===== src/rtl/ln4017_pkg.sv =====
// Shared types and helpers for the decade-counter receiver.
// Pure package: no logic, no latency, no flow control.
package ln4017_pkg;

    localparam int DECADE = 10;
    localparam int IDX_W  = 4;

    typedef enum logic [1:0] {
        IDLE  = 2'd0,
        TRACK = 2'd1,
        FAULT = 2'd2
    } state_t;

    typedef struct packed {
        logic             legal;
        logic [IDX_W-1:0] idx;
    } code_info_t;

    function automatic code_info_t onehot_idx(input logic [DECADE-1:0] code);
        code_info_t r;
        int         ones;
        r    = '0;
        ones = 0;
        for (int i = 0; i < DECADE; i++) begin
            if (code[i]) begin
                r.idx = IDX_W'(i);
                ones++;
            end
        end
        r.legal = (ones == 1);
        return r;
    endfunction

    function automatic logic [IDX_W-1:0] succ(input logic [IDX_W-1:0] v);
        return (v >= IDX_W'(DECADE - 1)) ? '0 : v + 1'b1;
    endfunction

endpackage


===== src/rtl/ln_stable_filter.sv =====
// Glitch filter: accepts a bus value once it has been sampled STABLE_CYC times in a row.
// Latency: accept is combinational on the STABLE_CYC-th sampling edge; state updates on cp.
// Backpressure: none; en=0 freezes sampling and clears the run counter.
module ln_stable_filter #(
    parameter int W          = 10,
    parameter int STABLE_CYC = 2
) (
    input  logic         cp,
    input  logic         mr_n,
    input  logic         en,
    input  logic [W-1:0] s_in,
    output logic         accept,
    output logic [W-1:0] code
);

    localparam logic [3:0] CNT_MAX = 4'(STABLE_CYC - 1);
    localparam logic [3:0] CNT_ACC = (STABLE_CYC >= 2) ? 4'(STABLE_CYC - 2) : 4'd0;

    logic [W-1:0] s_prev;
    logic [W-1:0] last_acc;
    logic [3:0]   cnt;
    logic         same;
    logic         ripe;

    assign same = (s_in == s_prev);
    // With a one-sample window every new value is ripe on its first sample.
    assign ripe   = (STABLE_CYC == 1) ? 1'b1 : (same && (cnt == CNT_ACC));
    assign accept = en && ripe && (s_in != last_acc);
    assign code   = s_in;

    always_ff @(posedge cp or negedge mr_n) begin
        if (!mr_n) begin
            s_prev   <= '0;
            last_acc <= '0;
            cnt      <= '0;
        end else if (en) begin
            s_prev <= s_in;
            if (!same)
                cnt <= '0;
            else if (cnt < CNT_MAX)
                cnt <= cnt + 1'b1;
            if (accept)
                last_acc <= s_in;
        end else begin
            cnt <= '0;
        end
    end

endmodule


===== src/rtl/ln4017_rx.sv =====
// Decade-bus receiver: filters the one-hot bus, encodes to BCD, checks successor order, counts wraps.
// Latency: outputs registered one edge after the accepting sample (+2 edges with LN4017_RX_SYNC_EN).
// Backpressure: none; en=0 ignores the bus.
module ln4017_rx
    import ln4017_pkg::*;
#(
    parameter int STABLE_CYC = 2,
    parameter int WRAP_W     = 8
) (
    input  logic              cp,
    input  logic              mr_n,
    input  logic              en,
    input  logic [DECADE-1:0] d_in,
    output logic [IDX_W-1:0]  bcd_q,
    output logic              valid,
    output logic              q59,
    output logic              carry,
    output logic              err_code,
    output logic              err_seq,
    output logic [WRAP_W-1:0] wrap_cnt
);

    logic [DECADE-1:0] s_in;
    logic [DECADE-1:0] code;
    logic              acc;
    code_info_t        ci;
    state_t            state;

`ifdef LN4017_RX_SYNC_EN
    logic [DECADE-1:0] sync1;
    logic [DECADE-1:0] sync2;

    always_ff @(posedge cp or negedge mr_n) begin
        if (!mr_n) begin
            sync1 <= '0;
            sync2 <= '0;
        end else begin
            sync1 <= d_in;
            sync2 <= sync1;
        end
    end

    assign s_in = sync2;
`else
    assign s_in = d_in;
`endif

    ln_stable_filter #(
        .W          (DECADE),
        .STABLE_CYC (STABLE_CYC)
    ) u_filter (
        .cp     (cp),
        .mr_n   (mr_n),
        .en     (en),
        .s_in   (s_in),
        .accept (acc),
        .code   (code)
    );

    assign ci = onehot_idx(code);

    always_ff @(posedge cp or negedge mr_n) begin
        if (!mr_n) begin
            state    <= IDLE;
            bcd_q    <= '0;
            valid    <= 1'b0;
            q59      <= 1'b0;
            carry    <= 1'b0;
            err_code <= 1'b0;
            err_seq  <= 1'b0;
            wrap_cnt <= '0;
        end else begin
            carry    <= 1'b0;
            err_code <= 1'b0;
            err_seq  <= 1'b0;
            if (acc) begin
                case (state)
                    IDLE, FAULT: begin
                        if (ci.legal) begin
                            // Fresh lock or resync: take the code as-is, no order check.
                            state <= TRACK;
                            bcd_q <= ci.idx;
                            valid <= 1'b1;
                            q59   <= (ci.idx >= IDX_W'(5));
                        end else begin
                            state    <= FAULT;
                            err_code <= 1'b1;
                            valid    <= 1'b0;
                            q59      <= 1'b0;
                        end
                    end
                    TRACK: begin
                        if (!ci.legal) begin
                            state    <= FAULT;
                            err_code <= 1'b1;
                            valid    <= 1'b0;
                            q59      <= 1'b0;
                        end else if (ci.idx == succ(bcd_q)) begin
                            bcd_q <= ci.idx;
                            q59   <= (ci.idx >= IDX_W'(5));
                            if (bcd_q == IDX_W'(DECADE - 1)) begin
                                carry    <= 1'b1;
                                wrap_cnt <= wrap_cnt + 1'b1;
                            end
                        end else begin
                            state   <= FAULT;
                            err_seq <= 1'b1;
                            valid   <= 1'b0;
                            q59     <= 1'b0;
                        end
                    end
                    default: begin
                        state <= IDLE;
                        valid <= 1'b0;
                        q59   <= 1'b0;
                    end
                endcase
            end
        end
    end

endmodule


===== config.mk =====
export PLATFORM = sky130hd
export DESIGN_NAME = ln4017_rx
export DESIGN_NICKNAME = d
export VERILOG_FILES = /design/src/rtl/ln4017_pkg.sv /design/src/rtl/ln_stable_filter.sv /design/src/rtl/ln4017_rx.sv
export SDC_FILE = /design/constraint.sdc
export NUM_CORES = 1
export LEC_CHECK = 0
export CELL_PAD_IN_SITES_DETAIL_PLACEMENT = 2
export CELL_PAD_IN_SITES_GLOBAL_PLACEMENT = 2
export CORE_UTILIZATION = 40
export DETAILED_ROUTE_END_ITERATION = 8
export DONT_BUFFER_PORTS = 1
export GPL_ROUTABILITY_DRIVEN = 0
export MAX_ROUTING_LAYER = met4
export PLACE_DENSITY = 0.8
export SYNTH_ARGS = -nofsm -noshare
export SYNTH_HDL_FRONTEND = slang
export SYNTH_HIERARCHICAL = 1
export SYNTH_SLANG_ARGS = --single-unit

===== constraint.sdc =====
create_clock -name cp -period 6.3 [get_ports cp]
set_input_delay 0.63 -clock cp [delete_from_list [all_inputs] [get_ports cp]]
set_output_delay 0.63 -clock cp [all_outputs]
set_load 0.005 [all_outputs]

* Word-level counts from Yosys, hierarchy flattened
Index checks and enable logic that the tools add are counted.
Word-level totals: register bits 43, input bits 13, output and inout bits 17
Operators by class: equality and inequality tests 12, $lt $le $gt $ge 3, reduce and logical (&&, ||, !) cells 12, mux-type cells 51, add/sub/neg operators 12
Operator list (number):
- adder 32 x 2 -> 32 bit (second input constant) | 9
- 2-to-1 mux 32 bit | 9
- 2-to-1 mux 4 bit | 15
- == test 32 x 2 -> 1 bit (second input constant) | 1
- 2-to-1 mux 1 bit | 20
- == test 10 bit | 1
- != test 10 bit | 1
- AND reduction 5 bit | 2
- adder 4 x 1 -> 4 bit (second input constant) | 2
- adder 8 x 1 -> 8 bit (second input constant) | 1
- one-hot mux 4 bit (2 select lines) | 1
- 2-to-1 mux 2 bit | 3
- != test 2 bit (second input constant) | 3
- != test 3 bit (second input constant) | 2
- == test 4 bit | 1
- == test 4 bit (second input constant) | 1
- greater-or-equal comparator 4 x 3 -> 1 bit (second input constant) | 1
- greater-or-equal comparator 4 bit (second input constant) | 1
- logical NOT 4 bit | 1
- < comparator 4 x 1 -> 1 bit (second input constant) | 1
- one-hot mux 1 bit (2 select lines) | 2
- one-hot mux 2 bit (2 select lines) | 1
- AND reduction 2 bit | 2
- logical AND 1 bit | 3
- other kinds (6) | 6

* Depth between registers and ports, before layout
Gate-level depths: netlist of run 1.
depth after elaboration 23, depth in mapped cells 32

* Cells and area by module
The synthesis of run 1 kept the hierarchy.
Modules (own cells, without submodules):
- ln4017_rx | instances 1, cells each 236, area each 2063.2 sq um
- ln_stable_filter | instances 1, cells each 103, area each 1273.7 sq um

* Least setup slack after synthesis of run 1
Ideal clock, no wire load.
path type input to register, start input d_in[0], end register wrap_cnt[1], stages 29, path slack -0.097 ns, buffers on the path 2, library setup time 0.125 ns, data required time 6.175 ns, arrival time 6.272 ns, path through buf_4 ha_1 or2_2 nand2_1 inv_1 ha_1 nand2_1 o21ai_0 ha_1 mux2_2 ha_1 inv_1 a22o_1 o41ai_1 ha_1 nor2b_1 a21oi_1 ha_1 mux2_2 ha_1 nand2_1 xor3_1 xnor3_1 xnor2_1 nor2_1 nand3_2 or4_1 buf_6 mux2_4
Between the ends: word-level cells in the longest chain between the ends 21
Ends and longest elaborated chain:
- start: declaration | line ln4017_rx.sv:13 | input logic [DECADE-1:0] d_in,
- 2-to-1 mux 1 bit | line ln4017_pkg.sv:25 | if (code[i]) begin
- adder 32 x 2 -> 32 bit | line ln4017_pkg.sv:27 | ones++;
- 2-to-1 mux 32 bit | line ln4017_pkg.sv:25
- adder 32 x 2 -> 32 bit | line ln4017_pkg.sv:27
- 2-to-1 mux 32 bit | line ln4017_pkg.sv:25
- adder 32 x 2 -> 32 bit | line ln4017_pkg.sv:27
- 2-to-1 mux 32 bit | line ln4017_pkg.sv:25
- adder 32 x 2 -> 32 bit | line ln4017_pkg.sv:27
- (+5 left out)
- adder 32 x 2 -> 32 bit | line ln4017_pkg.sv:27
- 2-to-1 mux 32 bit | line ln4017_pkg.sv:25
- adder 32 x 2 -> 32 bit | line ln4017_pkg.sv:27
- 2-to-1 mux 32 bit | line ln4017_pkg.sv:25
- adder 32 x 2 -> 32 bit | line ln4017_pkg.sv:27
- 2-to-1 mux 32 bit | line ln4017_pkg.sv:25
- == test 32 x 2 -> 1 bit | line ln4017_pkg.sv:30 | r.legal = (ones == 1);
- AND reduction 5 bit (no line) *
- end signal: assignment | line ln4017_rx.sv:103 | wrap_cnt <= wrap_cnt + 1'b1;
- end: declaration | line ln4017_rx.sv:20 | output logic [WRAP_W-1:0] wrap_cnt
Mark *: on every way between the ends. The rest lies on a longest branch, timed or not. A chain may end at the register's enable or synchronous reset.

* Worst setup path after layout of run 1
start input d_in[0], end register wrap_cnt[6]
The elaborated chain is that of the path after synthesis.

==> summary.txt, run 1 <==
STA
  – Final hold violations: 0
  – Transition at the pin with the smallest max-transition slack: 585.1 ps
  – Max-Slew Margin vs Limit: 60.82%
  – Number of setup violations in the final report: 0
  – Number of max-slew violations in the final report: 0
  – Final period util: 96.43%
  – Largest clock skew in the final design: 8.467 ps
  – Achievable clock frequency: 0.1646 GHz
  – Final period demand of the worst path: 6075 ps
  – Fin Setup TNS: 0 ps

Placement
  – Half-perimeter wire length after placement: 6847 microns
  – Post-Place Cells: 434
  – Count of port buffers added during placement: 0

Setup path
  – FF-to-FF path depth: 11
  – CP max FO: 6
  – Delay of the slowest critical-path stage: 540 ps
  – Worst Setup End Kind: flop
  – Register-to-register setup slack: 2900 ps
  – Most repeated library cell on the critical path: ha_1
  – Arrival time reported for the critical path endpoint: 6310 ps
  – CP Data Required Time: 6530 ps
  – Worst setup path class: in2reg
  – Kind of start point of the critical path: input port
  – Master of the slowest instance on the critical path: or4_4

Pwr
  – Leakage power total: 1.619 nW
  – Sw power: 338.5 uW
  – Sequential group share of total power: 31.5%
  – Clock share of power: 20.5%
  – Largest voltage drop on the vdd net: 0.09175 mV
  – Sw Ratio: 36.15%
  – Internal power: 598.0 uW
  – Power density cells: 251.3 nW/um^2
  – Combinational cell fraction of total power: 48.0%

Clock network
  – TritonCTS clock tree: built
  – CTS sink count: 43
  – Clock-pin transition on the worst setup and hold timing paths: 90 ps
  – Number of CTS-inserted buffers: 5
  – Worst-case clock buffer depth: 2
  – Skew-Pair Late Insertion Delay: 310 ps
  – Root buffer cell: clkbuf_8
  – H-tree depth: 2

Synth
  – Count of state elements after synthesis: 43
  – Number of distinct library cell variants in the gate-level netlist after synthesis: 64
  – Number of warnings issued by yosys: 6
  – Register area share after synthesis: 32.25%
  – Area of the mapped netlist: 3337 sq um
  – Average cell area after synthesis: 9.844 sq um
  – Share of synthesized registers carrying an async set or reset: 100.0%
  – Most used flip-flop cell after synthesis: dfrtp_1
  – EDFF count, synth: 0
  – Gate Count Post-Synth: 339
  – Net Count, Synth: 367

Cells and area
  – Fill count: 840
  – Final net count: 377
  – Final instance count without filler cells: 451
  – Number of inserted diodes: 0
  – Share of cells above drive strength 1: 25.21%
  – Utilization of the core after routing: 47.26%
  – Area delta synth->final: 11.70%

Floorplanning
  – Die W: 93.34 microns
  – Vertical extent of the die: 93.34 microns
  – Area of the die: 8711 sq um
  – # rows: 32
  – Core area: 7888 sq um
  – Initial cell density of the core: 42.31%
  – Number of placed I/O pins: 30

Drt
  – DRC marker count from the first detailed-route iteration: 93
  – Total number of vias: 2,651
  – ANT nets after route: 0
  – Pre-antenna DRT Iters: 4
  – Routed wire length: 10,430 microns
  – DR vias/cell: 5.878
  – Detail-routed net length per standard cell: 23.13 microns
  – Post-route DRC: 0

Global route
  – Global-route met3 utilization: 2.520%
  – Initial antenna violation count: 0
  – Number of global-route vias before repair: 2,897
  – Met1 routing resource usage after global routing: 27.90%
  – GRT Max-Usage Layer: met2
  – Grt total ovfl: 0
  – Total Routing Usage GR: 23.94%
  – GRT met2 Usage: 43.26%
  – Global-route wire length before repair: 15,450 microns
  – Pin count of the biggest net entering global routing: 44

Outcome
  – Status: complete, no violations

Job
  – Count of max-cap constraint violations: 0

Min path
  – Worst hold path type: in2async
-- critical path: cells and delay by family --
family	cells	cell delay [ps]
AOI/OAI and AO/OA	4	460
xor gates and xnor gates	4	880
adders and majority gates	7	1790
buffers and inverters	3	280
muxes	2	560
and+or+nand+nor	9	1720
-- cell usage after synthesis, types with 7 or more instances --
cell	number	area (sq um)
dfrtp_1	43	1076
mux2_2	25	281.5
xnor2_1	22	192.7
nand2_1	20	75.07
inv_1	19	71.32
xor2_1	19	166.4
nor2_1	18	67.56
ha_1	15	187.7
nand3_1	15	75.07
nor3_1	13	65.06
buf_4	12	90.09
a21oi_1	10	50.05
nand4_1	8	50.05
o21ai_0	7	35.03
-- cell type report --
| cell class | instances | area, sq um | area share (%) |
|---|---|---|---|
| Inverter | 19 | 71.32 | 1.913 |
| Tap cell | 102 | 127.6 | 3.424 |
| Sequential cell | 43 | 1076 | 28.87 |
| Clock buffer | 6 | 82.58 | 2.216 |
| Multi-Input combinational cell | 256 | 2157 | 57.87 |
| Timing Repair Buffer | 24 | 207.7 | 5.572 |
| Clock inverter | 1 | 5.005 | 0.1343 |
-- flip-flops by register name, indices dropped and copies added, names as in the netlist --
| signal | cells |
|---|---|
| valid | 1 |
| q59 | 1 |
| err_seq | 1 |
| u_filter/last_acc | 10 |
| u_filter/s_prev | 10 |
| err_code | 1 |
| bcd_q | 4 |
| state | 2 |
| wrap_cnt | 8 |
| carry | 1 |
| u_filter/cnt | 4 |
-- power by group through the flow --
stage          clock network [mW]  registers (mW)  logic [mW]
3_3_place_gp                    0           0.298       0.336
3_5_place_dp                    0           0.300       0.358
6_report                    0.192           0.295       0.450
4_1_cts                     0.190           0.294       0.364
5_1_grt                     0.205           0.296       0.489
2_1_floorplan                   0           0.297       0.276
-- through the flow --
step	setup slack, ps	hold slack [ps]	cell area (sq um)	power, mW
detailed placement	-189.9	335.5	3440	0.6578
CTS	39.52	1.867	3527	0.8486
finish	225.1	3.628	3727	0.9366
global placement	41.81	335.5	3440	0.6338
global route	-29.16	-12.60	3727	0.9895
floorplan	44.16	334.4	3339	0.5729
-- cells by family after synthesis --
kind of cell / share of synthesized area (%)
muxes: 9.486
buffers and inverters: 6.112
DFF: 32.25
xor gates and xnor gates: 15.67
and+or+nand+nor: 20.40
adders and majority gates: 5.624
AOI/OAI and AO/OA: 10.46
-- final timing paths --
check                                        startpoint                        endpoint
worst max-delay path                            d_in[0]         wrap_cnt[6]$_DFFE_PN0P_
min in group cp                                 d_in[0]  u_filter/s_prev[0]$_DFFE_PN0P_
max in group asynchronous                          mr_n     u_filter/cnt[0]$_DFFE_PN0P_
worst max register to register     bcd_q[0]$_DFFE_PN0P_         wrap_cnt[6]$_DFFE_PN0P_
worst min-delay path                               mr_n                 q59$_DFFE_PN0P_
worst min register to register  wrap_cnt[7]$_DFFE_PN0P_         wrap_cnt[7]$_DFFE_PN0P_
-- routing by layer --
| metal | up-vias | routed length, microns |
|---|---|---|
| met5 | - | 0 |
| met4 | 0 | 174 |
| met3 | 13 | 258 |
| met2 | 41 | 5696 |
| met1 | 1382 | 4301 |
| li1 | 1215 | - |
-- cell usage in the layout (no fill, tap or decap), types with 3 or more instances in the layout --
cell type	n
buf_4	19
nand4_1	8
nor4_1	3
dlygate4sd3_1	3
ha_4	3
nand3_1	15
ha_1	12
a31oi_1	6
a22o_1	3
nand2b_1	3
xor2_1	18
o21ai_0	6
xnor2_1	21
nand2_2	3
or2_2	3
nand2_1	17
nor4_2	3
nor2_1	17
or3_1	4
a21oi_1	10
inv_1	19
mux2_2	24
o21a_1	4
dfrtp_1	43
nor3_1	13
clkbuf_8	6
-- timing repair --
item,4_1_cts,5_1_grt
hold endpoints to repair,0,3
resized for setup,0,20
hold buffers,0,3
buffers inserted,0,7
setup endpoints to repair,0,18
No activity file was read; power rests on OpenSTA's default activity.
==> run 2: changes to the inputs <==
SLEW_MARGIN = 25   (was default)
==> results of run 2 <==
Final layout, timing and power as in run 1 (identical DEF).
